## config.mk

```make
export PLATFORM = sky130hd
export DESIGN_NAME = rhs2116_acq_scheduler
export DESIGN_NICKNAME = d
export VERILOG_FILES = /design/src/rtl/rhs2116_acq_scheduler.sv
export SDC_FILE = /design/constraint.sdc
export NUM_CORES = 1
export LEC_CHECK = 0
export BUFFER_PORTS_ARGS = -buffer_cell sky130_fd_sc_hd__buf_2
export CORE_ASPECT_RATIO = 1.2
export CORE_MARGIN = 4
export CORE_UTILIZATION = 50
export DETAILED_ROUTE_END_ITERATION = 10
export PLACE_DENSITY_LB_ADDON = 0.08
export SLEW_MARGIN = 20
export SYNTH_ARGS = -nofsm -noshare
export SYNTH_HDL_FRONTEND = slang
export SYNTH_SLANG_ARGS = --single-unit
```

## constraint.sdc

```tcl
create_clock -name clk_sys -period 2.3 [get_ports clk_sys]
set_clock_uncertainty 0.05 [all_clocks]
set_input_delay 0.23 -clock clk_sys [delete_from_list [all_inputs] [get_ports clk_sys]]
set_output_delay 0.23 -clock clk_sys [all_outputs]
set_load 0.01 [all_outputs]
```

## src/rtl/rhs2116_acq_scheduler.sv

```systemverilog
// RHS2116 acquisition scheduler: a periodic tick launches a sweep of CONVERT
// transactions over the enabled channels, one SPI transfer and one frame in flight.
module rhs2116_acq_scheduler #(
  parameter int NUM_CH   = 16,
  parameter int PERIOD_W = 16
) (
  input  logic                clk_sys,
  input  logic                rst,
  input  logic                enable,
  input  logic [PERIOD_W-1:0] period,
  input  logic [NUM_CH-1:0]   ch_mask,
  output logic                spi_start,
  output logic [15:0]         spi_cmd,
  input  logic                spi_busy,
  input  logic                spi_done,
  input  logic [31:0]         spi_rdata,
  output logic [31:0]         frame_data,
  output logic                frame_valid,
  input  logic                frame_ready,
  output logic [7:0]          sweep_cnt,
  output logic [7:0]          overrun_cnt,
  output logic                busy
);

  typedef enum logic [2:0] {IDLE, WAIT_TICK, ISSUE, WAIT_DONE, PUSH} state_t;

  state_t              state;
  logic [PERIOD_W-1:0] cnt;
  logic [NUM_CH-1:0]   mask_q;
  logic [3:0]          ch;
  logic                tick;
  logic                first_vld, next_vld;
  logic [3:0]          first_ch, next_ch;
  logic                unused_rdata;

  assign tick         = enable && (cnt == period);
  assign busy         = (state != IDLE) && (state != WAIT_TICK);
  assign unused_rdata = ^spi_rdata[31:28];

  // Lowest set bit of the live mask starts a sweep; the next set bit above ch
  // in the latched mask continues it.
  always_comb begin
    first_vld = 1'b0;
    first_ch  = '0;
    next_vld  = 1'b0;
    next_ch   = '0;
    for (int i = NUM_CH-1; i >= 0; i--) begin
      if (ch_mask[i]) begin
        first_vld = 1'b1;
        first_ch  = 4'(i);
      end
      if (mask_q[i] && (i > int'(ch))) begin
        next_vld = 1'b1;
        next_ch  = 4'(i);
      end
    end
  end

  always_ff @(posedge clk_sys) begin
    if (rst) begin
      state       <= IDLE;
      cnt         <= '0;
      mask_q      <= '0;
      ch          <= '0;
      spi_start   <= 1'b0;
      spi_cmd     <= '0;
      frame_data  <= '0;
      frame_valid <= 1'b0;
      sweep_cnt   <= '0;
      overrun_cnt <= '0;
    end else begin
      spi_start <= 1'b0;

      if (!enable || tick) cnt <= '0;
      else                 cnt <= cnt + PERIOD_W'(1);

      if (tick && busy && (overrun_cnt != 8'hFF))
        overrun_cnt <= overrun_cnt + 8'd1;

      case (state)
        IDLE: if (enable) state <= WAIT_TICK;

        WAIT_TICK: begin
          if (!enable) begin
            state <= IDLE;
          end else if (tick && first_vld) begin
            mask_q  <= ch_mask;
            ch      <= first_ch;
            spi_cmd <= {4'b0000, first_ch, 8'h00};
            // Launch straight from the tick so the request lands one cycle later.
            if (!spi_busy) begin
              spi_start <= 1'b1;
              state     <= WAIT_DONE;
            end else begin
              state <= ISSUE;
            end
          end
        end

        ISSUE: begin
          if (!spi_busy) begin
            spi_start <= 1'b1;
            state     <= WAIT_DONE;
          end
        end

        WAIT_DONE: begin
          if (spi_done) begin
            frame_data  <= {ch, spi_rdata[27:0]};
            frame_valid <= 1'b1;
            state       <= PUSH;
          end
        end

        PUSH: begin
          if (frame_ready) begin
            frame_valid <= 1'b0;
            if (next_vld && enable) begin
              ch      <= next_ch;
              spi_cmd <= {4'b0000, next_ch, 8'h00};
              state   <= ISSUE;
            end else begin
              // A sweep only counts when every latched channel was delivered.
              if (!next_vld) sweep_cnt <= sweep_cnt + 8'd1;
              state <= enable ? WAIT_TICK : IDLE;
            end
          end
        end

        default: state <= IDLE;
      endcase
    end
  end

endmodule

```

# Word level (Yosys, flattened, before mapping)
# Index checks and enable logic that the tools add are counted.
# word_totals
wordCells,168
out_inout_bits,67
inputBits,70
ff_bits,105
# classes
muxes,89
n_bitwise,2
n_addsub,3
n_reduce_logical,34
eq_ne,15
n_lt_le_gt_ge,15
# ops
cell,count
$mux W4,35
$mux W16,4
$mux W1,38
$gt A4 B4 Y1 const A,8
$pmux W16 S2,1
$logic_and A1 B1 Y1,21
$mux W3,6
$add A16 B1 Y16 const B,1
$add A8 B1 Y8 const B,2
$eq A16 B16 Y1,1
$gt A3 B4 Y1 const A,4
$pmux W3 S5,1
$ne A2 B2 Y1 const B,7
$reduce_and A5 Y1,2
$gt A2 B4 Y1 const A,2
$ne A8 B8 Y1 const B,1
$pmux W4 S2,1
$eq A3 B2 Y1 const B,2
$reduce_and A3 Y1,2
$gt A1 B4 Y1 const A,1
$pmux W1 S2,2
$reduce_and A4 Y1,1
$reduce_bool A2 Y1,2
$eq A3 B1 Y1 const B,1
other kinds (11),12

# Longest topological paths before layout
# logic_depth
ltp_word,21
mapped_depth,8

# Worst setup path before layout
# Ideal clock, no wire load.
# synth_path
kind,register to register
from,"reg, netlist name spi_cmd[9]"
to,reg sweep_cnt[5]
slack_ns,0.227
path_stages_with_launch,8
path_buffers,1
synth_period_minus_slack_ns,2.073
arrival_time_ns,1.952
setup_time_ns,0.070
cell_sequence,dfxtp_1 > buf_6 > a21boi_2 > a22o_1 > nor3b_4 > nand3_4 > or4_1 > a21oi_1
# synth_lines
element,line,rtl
"end signal, assigned",124,if (!next_vld) sweep_cnt <= sweep_cnt + 8'd1;
"end, declared",20,"output logic [7:0] sweep_cnt,"

==> flow_summary.json <==
{
  "p_leak_nw": 2.18,
  "crit_family": "simple AND/OR/NAND/NOR gates",
  "yosysMostFrequentCell": "dfxtp_1",
  "drc": 0,
  "dpl_cell_area_um2": 5110,
  "timing.critical_path.slowest_stage_cell": "or4_1",
  "slew_violations": 0,
  "crit_start": "spi_cmd[9]$_SDFFE_PP0P_",
  "synth_cell_types": 66,
  "hold_start": "spi_busy",
  "n_antenna_cell": 0,
  "via_per_inst": 5.23,
  "postLayoutCellArea_um2": 5320,
  "setup_tns_ns": 0,
  "place_congestion": 0.881,
  "fin_util_pct": 62.5,
  "yosys-top-cells-count": "88 x dfxtp_1, 82 x nand2_1, 62 x nor2_1",
  "hold_ws_ns": 0.0517,
  "grt_pass1_vias": 3772,
  "tightest_slew_ns": 0.602,
  "dr.first_iter.drc_count": 153,
  "layout.nets": 733,
  "netlist_area_um2": 4340,
  "critPathBufInv": 0,
  "startpoint_type": "flip-flop",
  "fillers": 801,
  "drive_gt1_share_pct": 26.8,
  "vias": 4090,
  "multi_input_area_um2": 2370,
  "fin_ws_ns": 0.153,
  "critPathArrivalTime_ns": 2.39,
  "place_ws_ns": 0.0627,
  "cpPeakStageDelay_ns": 0.47,
  "clock-root-buffer": "clkbuf_8",
  "cp-end-kind": "flip-flop",
  "yosysWarnings": 0,
  "finalCritPeriodShare_pct": 93.4,
  "rsz0062_at_grt": "no",
  "post_drt_wl_per_cell_um": 13.2,
  "worstSetupPathType": "reg2reg",
  "regToRegStartpoint": "spi_cmd[9]$_SDFFE_PP0P_",
  "irDropWorstVdd_mv": 0.302,
  "synth_cells": 532,
  "die_w_um": 93.1,
  "htree_levels": 3,
  "power_density_nw_per_um2": 582,
  "dpl.cell_count": 765,
  "cts_hold_buf": 0,
  "hp-class": "in2reg",
  "instances_no_fill": 782,
  "die_h_um": 110,
  "grt_pass1_wl_um": 17200,
  "finalSetupViolCount": 0,
  "antenna_found_initial": 0,
  "synth_area_per_cell_um2": 8.16,
  "area_growth_pct": 22.5,
  "start_util_pct": 51.0,
  "row_count": 37,
  "groute.usage.overall_pct": 20.7,
  "ys_ff_latch": 88,
  "maxCapViolCount": 0,
  "clock_path_buffers": 2,
  "grt_max_degree": 34,
  "hpwl_um": 7790,
  "core_area_um2": 8520,
  "numPortBuffers": 120,
  "cts.reportedPaths.clkPinSlew_ns": 0.09,
  "cts_tree": "yes",
  "slew_headroom_pct": 59.5,
  "outcome": "finished, final reports clean",
  "async_reset_ff_share_pct": 0,
  "overflow": 0,
  "synth_top_area_share_pct": 40.6,
  "crit_required_ns": 2.54,
  "clock_latency_ns": 0.35,
  "firstDrtPassIters": 4,
  "seq_area_frac_synth_pct": 40.6,
  "yosysTopAreaCell": "dfxtp_1",
  "final-hold-violation-count": 0,
  "seqCellArea_um2": 1770,
  "cp_max_fo": 8,
  "post-route-min-period_ns": 2.15,
  "synthFlopType": "dfxtp_1",
  "dieArea_um2": 10200,
  "clock_sinks": 88,
  "synth-edff-count": 0,
  "pin_count": 137,
  "synth.area.top_cells": "dfxtp_1 41%, nand2_1 7.1%, xor2_1 5.6%",
  "routed_wl_um": 10300,
  "antenna_left": 0,
  "report.power.total_mw": 3.10,
  "crit_chain": "and2b_4 -> o31ai_2 -> nor3b_4 -> nand3_4 -> or4_1 -> a21oi_1",
  "cts_made_buffers": 9,
  "clock.fmax_mhz": 466
}
-- kinds of logic (layout without fill, tap and decap cells) --
logic type	after synthesis	after routing	synth area share [%]
simple gates	223	223	24.4
buf+inv	53	175	6.11
flops	88	88	40.6
xor+xnor	39	39	7.87
mux	19	19	4.41
other cells	1	12	0.0864
fa+ha+maj	3	3	0.865
compound gates	106	106	15.7
-- final timing paths --
check,slack (ns),depth (start not counted),endpoint
setup / recovery,0.15,6,sweep_cnt[5]$_SDFFE_PP0P_
hold / removal,0.05,2,spi_start$_SDFF_PP0_
setup reg to reg,0.15,6,sweep_cnt[5]$_SDFFE_PP0P_
hold reg to reg,0.40,2,frame_data[14]$_SDFFE_PP0P_
-- where the power goes --
group	switching [mW]	internal [mW]
logic	0.279	0.209
registers	0.0603	1.57
clock network	0.549	0.428
-- state kept, by name, summed over array words and instances, names as in the netlist --
signal / cells
cnt: 16
sweep_cnt: 8
spi_cmd: 4
frame_data: 32
mask_q: 15
spi_start: 1
frame_valid: 1
state: 3
overrun_cnt: 8
-- layout make-up --
class,instances,share of cell area (%)
flip-flops and latches,88,33.2
well taps,117,2.75
multi-input cells,402,44.5
inverters,14,0.988
repair buffers,145,15.1
clock inverters,5,0.753
clock buffers,11,2.66
-- worst reg2reg max path, cell delays in order, from the launching register on --
cell	delay, ns
dfxtp_2	0.44
and2b_4	0.23
o31ai_2	0.26
nor3b_4	0.38
nand3_4	0.14
or4_1	0.47
a21oi_1	0.14
-- metal layers --
metal / wire length, µm / GRT usage (%) / vias to the layer above
met5: 0 / 0 / -
met4: 135 / 7.54 / 0
met3: 628 / 4.14 / 10
met2: 4890 / 35.6 / 108
met1: 4650 / 25.7 / 1880
li1: - / - / 2092
-- timing repair --
action	CTS	global route
hold endpoints to repair	0	0
buffers inserted	0	1
setup endpoints to repair	0	20
resized for setup	0	7
-- placed cells by master (no fill, tap or decap), types with 10 or more instances in the layout --
| cell | instances |
|---|---|
| xor2_1 | 28 |
| nand2_1 | 82 |
| nor2_1 | 62 |
| nor3_1 | 10 |
| nand3_1 | 16 |
| inv_1 | 14 |
| o21ai_0 | 10 |
| nor4_1 | 10 |
| dfxtp_1 | 83 |
| mux2i_1 | 18 |
| conb_1 | 12 |
| buf_2 | 120 |
| clkbuf_8 | 10 |
| buf_4 | 23 |
| xnor2_1 | 11 |
| a21oi_1 | 47 |
No activity file was read; power rests on OpenSTA's default activity.
